$ cat src/rtl/csa_pkg.sv
// Shared types and helpers for the pipelined carry-select adder/subtractor.
// The stage payload is sized for the widest supported operand; unused high bits stay zero.
package csa_pkg;

  localparam int CSA_MAX_W = 64;

  function automatic int nstg(input int width, input int block);
    return width / block;
  endfunction

  // Default build is WIDTH=16, BLOCK=4: one cycle per resolved segment.
  localparam int CSA_LATENCY = nstg(16, 4);

  typedef struct packed {
    logic                 valid;
    logic                 carry;   // carry out of the most recently resolved segment
    logic                 msb_c;   // carry into that segment's top bit, used for ovf
    logic [CSA_MAX_W-1:0] sum;     // resolved sum bits (low segments)
    logic [CSA_MAX_W-1:0] a;       // pending operand A bits
    logic [CSA_MAX_W-1:0] b;       // pending effective operand B bits
  } csa_stage_t;

endpackage

$ cat src/rtl/csa_seg.sv
// Combinational BLOCK-bit carry-select segment: both carry-in sums are formed in
// parallel and the real carry picks one.
module csa_seg #(
  parameter int BLOCK = 4
) (
  input  logic [BLOCK-1:0] a,
  input  logic [BLOCK-1:0] b,
  input  logic             cin,
  output logic [BLOCK-1:0] sum,
  output logic             cout,
  output logic             msb_cin
);

  logic [BLOCK:0] sum0;
  logic [BLOCK:0] sum1;

  assign sum0 = {1'b0, a} + {1'b0, b};
  assign sum1 = {1'b0, a} + {1'b0, b} + {{BLOCK{1'b0}}, 1'b1};

  assign {cout, sum} = cin ? sum1 : sum0;

  // Carry into the top bit recovered from its sum bit.
  assign msb_cin = a[BLOCK-1] ^ b[BLOCK-1] ^ sum[BLOCK-1];

endmodule

$ cat src/rtl/csa_pipe_adder.sv
// Pipelined carry-select adder/subtractor, one BLOCK-bit segment per stage, valid/ready both sides.
// Define CSA_SAT_EN to clamp the sum to the signed extreme when ovf is set.
module csa_pipe_adder
  import csa_pkg::*;
#(
  parameter int WIDTH = 16,
  parameter int BLOCK = 4
) (
  input  logic             clk,
  input  logic             rst_n,
  input  logic             in_valid,
  output logic             in_ready,
  input  logic [WIDTH-1:0] a,
  input  logic [WIDTH-1:0] b,
  input  logic             cin,
  input  logic             sub,
  output logic             out_valid,
  input  logic             out_ready,
  output logic [WIDTH-1:0] sum,
  output logic             cout,
  output logic             ovf
);

  localparam int NSTG = nstg(WIDTH, BLOCK);

  if (WIDTH % BLOCK != 0 || WIDTH < BLOCK || WIDTH > CSA_MAX_W) begin : g_cfg_err
    $error("csa_pipe_adder: WIDTH must be a multiple of BLOCK, >= BLOCK and <= CSA_MAX_W");
  end

  csa_stage_t       in_beat;
  csa_stage_t       st  [NSTG];
  csa_stage_t       src [NSTG];
  logic [NSTG-1:0]  v;
  logic [NSTG-1:0]  load;
  logic             ready_up;

  // NOTE: every variable written in an always_comb gets a default first, so no path can infer a latch.
  always_comb begin
    in_beat              = '0;
    in_beat.valid        = in_valid;
    in_beat.carry        = sub | cin;
    in_beat.a[WIDTH-1:0] = a;
    in_beat.b[WIDTH-1:0] = sub ? ~b : b;
  end

  // A stage may load when it is empty or its occupant moves on; walk from the output back.
  always_comb begin
    load     = '0;
    ready_up = out_ready;
    for (int k = NSTG - 1; k >= 0; k--) begin
      load[k]  = ~v[k] | ready_up;
      ready_up = load[k];
    end
  end

  assign in_ready = load[0];

  for (genvar k = 0; k < NSTG; k++) begin : g_stg
    csa_stage_t       nxt;
    logic [BLOCK-1:0] seg_sum;
    logic             seg_cout;
    logic             seg_msb_c;

    if (k == 0) begin : g_head
      assign src[k] = in_beat;
    end else begin : g_body
      assign src[k] = st[k-1];
    end

    csa_seg #(.BLOCK(BLOCK)) u_seg (
      .a       (src[k].a[k*BLOCK +: BLOCK]),
      .b       (src[k].b[k*BLOCK +: BLOCK]),
      .cin     (src[k].carry),
      .sum     (seg_sum),
      .cout    (seg_cout),
      .msb_cin (seg_msb_c)
    );

    always_comb begin
      nxt                        = src[k];
      nxt.sum[k*BLOCK +: BLOCK]  = seg_sum;
      nxt.carry                  = seg_cout;
      nxt.msb_c                  = seg_msb_c;
    end

    // NOTE: payload registers are reset too, because sum/cout/ovf must read 0 straight out of reset.
    // NOTE: sequential state uses non-blocking assignment so every stage samples pre-edge values.
    always_ff @(posedge clk or negedge rst_n) begin
      if (!rst_n) begin
        st[k] <= '0;
      end else if (load[k]) begin
        if (src[k].valid) st[k] <= nxt;
        else              st[k].valid <= 1'b0;
      end
    end

    assign v[k] = st[k].valid;
  end

  csa_stage_t last;
  logic       unused_last;

  assign last        = st[NSTG-1];
  assign unused_last = ^{last.a, last.b, last.sum};

  assign out_valid = last.valid;
  assign cout      = last.carry;
  assign ovf       = last.msb_c ^ last.carry;

`ifdef CSA_SAT_EN
  // Overflow direction follows cout: positive overflow leaves cout=0, negative leaves cout=1.
  assign sum = ovf ? {cout, {(WIDTH-1){~cout}}} : last.sum[WIDTH-1:0];
`else
  assign sum = last.sum[WIDTH-1:0];
`endif

endmodule

$ cat config.mk
export PLATFORM = sky130hd
export DESIGN_NAME = csa_pipe_adder
export DESIGN_NICKNAME = d
export VERILOG_FILES = /design/src/rtl/csa_pkg.sv /design/src/rtl/csa_seg.sv /design/src/rtl/csa_pipe_adder.sv
export SDC_FILE = /design/constraint.sdc
export NUM_CORES = 1
export LEC_CHECK = 0
export BUFFER_PORTS_ARGS = -buffer_cell sky130_fd_sc_hd__buf_4
export CORE_MARGIN = 2
export CORE_UTILIZATION = 54
export CTS_BUF_LIST = sky130_fd_sc_hd__clkbuf_2
export CTS_CLUSTER_DIAMETER = 120
export DETAILED_ROUTE_END_ITERATION = 16
export GPL_TIMING_DRIVEN = 0
export PLACE_DENSITY = 0.78
export SYNTH_ARGS = -nofsm -noshare
export SYNTH_HDL_FRONTEND = slang
export SYNTH_SLANG_ARGS = --single-unit
$ cat constraint.sdc
create_clock -name clk -period 2.1 [get_ports clk]
set_input_delay 0.21 -clock clk [delete_from_list [all_inputs] [get_ports clk]]
set_output_delay 0.21 -clock clk [all_outputs]
set_load 0.005 [all_outputs]
After elaboration in Yosys (flattened, before gate mapping)
Cells that the tools add are included.
{ "classes": {"mul": 0, "reduce_logical": 4, "addsub": 8, "shifts": 0, "div": 0, "magnitude_cmp": 0, "n_bitwise": 13, "n_eq_ne": 0, "mux": 9} }
{ "ops": {"columns": ["cell", "n"], "rows": [
  ["4-bit by 4-bit adder with 5-bit output", 4],
  ["5-bit by 1-bit adder with 5-bit output, second input constant", 4],
  ["5-bit 2-to-1 mux", 4],
  ["16-bit 2-to-1 mux", 1],
  ["16-bit NOT", 1],
  ["2-bit AND reduction", 4],
  ["1-bit OR", 5],
  ["1-bit 2-to-1 mux", 4],
  ["1-bit NOT", 4],
  ["1-bit bitwise XOR", 3]
]} }
{ "word_totals": {"wordCells": 53, "inputBits": 38, "romBits": 0, "out_inout_bits": 20, "latch_bits": 0, "memories": 0, "reg_bits": 145, "mem_bits_rw": 0} }

Depth between registers and ports, before layout
{ "logic_depth": {"depth_word": 6, "ltp_mapped": 10, "ltp_nobuf": 9} }

By module
A second synthesis with hierarchy kept.
{ "unflattened": {"cells_unflattened": 383, "area_unflattened_um2": 4959.8} }
{ "modules_own_cells": {"columns": ["module", "cells_per_inst", "area_per_inst_um2", "instances", "seq_area_each_um2"], "rows": [
  ["csa_pipe_adder", 247, 3933.8, 1, 2427.3],
  ["csa_seg", 34, 256.5, 4, 0.0]
]} }

Least setup slack after synthesis
OpenSTA, ideal clock, no wires.
{ "synth_timing": {"path_type": "input to register", "from": "input port sub", "to": "register st, in the netlist src[583]", "path_slack_ns": -0.248, "setup_ns": 0.126, "arrival_ns": 2.221, "required_ns": 1.974, "stages": 10, "path_cell_list": "buf_4 -> buf_2 -> xor2_1 -> ha_1 -> fa_1 -> ha_1 -> o21ai_0 -> nor2_1 -> a211oi_1 -> a311o_1"} }
{ "synth_via": {"elab_chain_len": 4} }
{ "synth_rtl": {"columns": ["element", "line", "text"], "rows": [
  ["from (decl)", "csa_pipe_adder.sv:16", "input logic sub,"],
  ["16-bit 2-to-1 mux", "csa_pipe_adder.sv:43", "in_beat.b[WIDTH-1:0] = sub ? ~b : b;"],
  ["4-bit by 4-bit adder with 5-bit output", "csa_seg.sv:17, csa_seg.sv:18", null],
  ["5-bit by 1-bit adder with 5-bit output", "csa_seg.sv:18", "assign sum1 = {1'b0, a} + {1'b0, b} + {{BLOCK{1'b0}}, 1'b1};"],
  ["5-bit 2-to-1 mux (*)", "csa_seg.sv:20", "assign {cout, sum} = cin ? sum1 : sum0;"],
  ["to (signal, indexed assignment)", "csa_pipe_adder.sv:92", "if (src[k].valid) st[k] <= nxt;"],
  ["to (decl)", "csa_pipe_adder.sv:31", "csa_stage_t st [NSTG];"]
]} }
Every way passes the cells marked *; elsewhere a longest branch is shown, timed or not.
A chain may end at the register's enable or synchronous reset.

Worst setup path in the final report
{ "layout_timing": {"from": "register st, in the netlist g_stg[2].nxt[8]", "to": "register st, in the netlist src[193]"} }
{ "layout_via": {"elab_chain_len": 3} }
{ "layout_rtl": {"columns": ["element", "line"], "rows": [
  ["4-bit by 4-bit adder with 5-bit output (*)", "csa_seg.sv:17, csa_seg.sv:18"],
  ["5-bit by 1-bit adder with 5-bit output", "csa_seg.sv:18"],
  ["5-bit 2-to-1 mux (*)", "csa_seg.sv:20"]
]} }
Marks and branches as above.

==> results.txt <==
* Clock Tree Buf Depth: 2
* Number of instances in the synthesized netlist: 381
- In this run the worst path has a maximum fanout of 3.
- Of the cells placed in the final design, the portion with a size suffix greater than 1 is 0.2617.
* Final #Nets: 551
- Wire length of the first global-routing pass: 14080 um
- Count of H-tree levels built during CTS: 3
- Worst stage delay on the critical path: 0.54 ns
- Post-detailed-placement cell area: 5273 um2
- 0 antenna diodes ended up in the layout.
* Total global-route track usage: 0.1826
- Together, buffers and inverters on the worst path number 0.
* Final setup violation count: 1
- For this run, the top clock speed supported by timing is 0.4650 GHz.
- Top cells by area in the synthesized netlist: dfrtp_1 52%, mux2_1 14%, ha_1 5.3%
* Initial antenna violation count: 0
- Sequential-to-total area share from yosys stat: 0.5176
- Vias after detailed routing: 3056
* Hold-critical path depth: 4
- Clock latency on the worst-skew pair, taken at its later pin, is 0.53 ns.
- Initial core utilization: 0.5651
- Total grt overflow: 0
* Start of the worst register-to-register path: g_stg[2].nxt[8]
- Counting distinct cell types in the post-synthesis netlist gives 39.
- The startpoint identified for the worst hold timing path is cin.
- Final ANT Viol Nets: 0
- Max-cap violation count: 0
- Across all setup checks in the final design, the least slack found is -0.05034 ns.
- CP max stage cell: fa_1
- Arrival @ worst endpoint: 2.58 ns
- The library cells used most frequently in the layout, excluding fill and tap cells, are 97 x dfrtp_1, 83 x buf_4, 60 x mux2_1.
* Ratio of total power to cell area: 1128 nW/um2
* Number of primary I/O pins: 58
* Root buffer selected by CTS: clkbuf_2
- Clock buffer count from CTS: 9
- The number of global-route vias before repair is 3101.
- The die covers 9446 um2.
* Standby leakage power: 2.701 nW
* Worst VDD drop: 0.0004214 V
* Die Span Y: 97.19 um
- Vias per Instance: 5.110
- Endpoint type of the worst setup path: flop
* Largest delay share family, worst path: adder cells
- Drt initial violations: 93
* Worst min-delay path category: in -> reg
- The critical path is of the reg -> reg type.
- The number of nets in the synthesized netlist is 443.
* Max-slew violations: 0
* Total count of hold-check failures in the final report: 0
- The flow ran to the end, but the final reports show violations.
* Clock sink count: 97
* Row cnt: 33
* Synthesized cell area: 4689 um2
* Average routed wire per standard cell: 13.60 um
* Half-perimeter wire length after placement: 5841 um
- The synthesized design spends more area on one cell type than any other, namely dfrtp_1.
* Final Cell Area: 5834 um2
- From synthesis to final layout, the design area changed by 24.41%.
- Clock-pin slew was measured on the worst setup and hold paths at 0.25 ns.
- Measured against its own limit, the worst slew margin works out to 0.2092.
- TritonCTS built the clock tree.
- Layout Skew: 0.02674 ns
* Critical-path cell list: ha_2 > fa_1 > ha_2 > nand2_2 > nor4b_4 > xor2_1 > o21ai_1
- For this run, the number of Yosys warnings is 0.
* Total core area: 8299 um2
- The pre-antenna-repair detailed-routing pass consisted of 4 iterations.
* Crit path launch type: flop
- In this run the tool buffered the top-level ports with 56 buffer cells.
- The critical path crosses 7 cells after its start point.
- Share of the clock period used by the worst path after layout: 1.024
- Global placer's final weighted congestion: 0.8945
- Horizontal die dimension: 97.19 um
- Number of synthesized register bits: 97
- Total length of routed wires: 8130 um
* Crit path from: g_stg[2].nxt[8]
* Depth of the worst register-to-register path: 7
* Required time worst endpoint: 2.53 ns
* Remaining routing DRC violations: 0
* Final core utilization: 0.7030
* Maximum number of pins on one net before global-route repair: 98
* Post-Syn Area per Cell: 12.31 um2
* Commonest non-fill, non-tap cell in the layout: dfrtp_1
* RSZ-0062 raised after global routing: yes
* Crit path top cell by count: ha_2
- At the pin with the least slew margin, the transition time is 1.186 ns.
* Post-layout min period: 2.150 ns
* Area fraction of the dominant cell type after synthesis: 0.5176
- Failing checks: negative setup slack
* Minimum setup slack after placement: -0.2171 ns
stage by stage:
stage	power, W	hold WS [ns]	std cells	setup TNS [ns]
after floorplan	0.004700	-0.08559	381	-0.09339
after global placement	0.005336	0.4226	542	-0.1778
after detailed placement	0.005484	0.4269	542	-0.2569
after CTS	0.006541	0.03143	593	-0.05372
after global routing	0.007082	0.008162	598	-0.1053
final	0.006579	0.05629	598	-0.05034
worst min-delay path: stages:
cell	delay [ns]
buf_4	0.10
o21ai_2	0.06
xnor2_1	0.15
o21ai_1	0.06
path summary, 6_finish.rpt:
path / end / slack [ns]
setup / recovery: src[193] / -0.05
hold reg to reg: g_stg[3].nxt[14] / 0.50
hold / removal: g_stg[1].nxt[130] / 0.06
min in group asynchronous: g_stg[1].nxt[10] / 0.37
max in group asynchronous: g_stg[1].nxt[194] / 0.92
setup reg to reg: src[193] / -0.05
synthesized netlist by cell type:
| cell | count |
|---|---|
| a21oi_2 | 1 |
| and2_1 | 1 |
| nand3_1 | 3 |
| buf_4 | 21 |
| nand2_2 | 2 |
| nor2_1 | 9 |
| ha_1 | 20 |
| a21oi_1 | 9 |
| nor2b_4 | 1 |
| inv_1 | 6 |
| or2_2 | 1 |
| a211oi_1 | 2 |
| or2_1 | 2 |
| xnor2_1 | 24 |
| xor2_1 | 13 |
| fa_1 | 4 |
| nor2b_1 | 1 |
| nand4b_1 | 1 |
| buf_2 | 8 |
| o21a_1 | 1 |
| mux2_1 | 60 |
| mux2_2 | 1 |
| nand2b_1 | 4 |
| o21ai_0 | 1 |
| dfrtp_1 | 97 |
| nand3b_1 | 1 |
| nor4b_2 | 2 |
| a21o_1 | 3 |
| nand4_2 | 1 |
| nor3_2 | 1 |
| xnor2_2 | 1 |
| o21ai_1 | 30 |
| a311o_1 | 1 |
| nand2_1 | 38 |
| nand4_1 | 2 |
| and3_1 | 3 |
| mux2i_1 | 3 |
| buf_6 | 1 |
| nor3_1 | 1 |
layout make-up:
class	instances	area [um2]
Inverter	6	22.52
Tap cell	105	131.4
Sequential cell	97	2427
Timing Repair Buffer	97	813.3
Buffer	30	231.5
Multi-Input combinational cell	248	2079
Clock buffer	9	45.04
Fill cell	596	2465
Clock inverter	6	83.83
state kept, by name, summed over array words and instances, names as in the netlist:
signal / count
cout: 1
g_stg.nxt: 75
last: 1
out_valid: 1
src: 3
sum: 16
layer usage:
layer | vias to the layer above | share of wire | GRT usage
li1 | 1505 | - | -
met1 | 1482 | 0.45 | 0.2385
met2 | 59 | 0.50 | 0.3066
met3 | 10 | 0.039 | 0.04029
met4 | 0 | 0.013 | 0.05525
met5 | - | 0 | 0
power breakdown:
group / internal (W) / switching [W]
Clock: 0.000382 / 0.000577
Sequential: 0.00250 / 0.000377
Combinational: 0.00156 / 0.00118
Total: 0.00444 / 0.00214
repair_timing:
| item | in CTS | in global routing |
|---|---|---|
| pin swaps | 6 | 11 |
| setup endpoints to repair | 1 | 3 |
| hold buffers | 34 | 0 |
| endpoints found under the hold margin | 124 | 0 |
| gates resized for setup | 4 | 7 |
| buffers inserted | 2 | 5 |
logic make-up after synthesis:
group,after synthesis,synth area share
fa+ha+maj,24,0.07044
flops,97,0.5176
buf+inv,36,0.04936
compound gates,48,0.05629
mux,64,0.1529
xor+xnor,38,0.07257
simple gates,74,0.08084
Note: power is estimated with default switching activity, not from simulation.
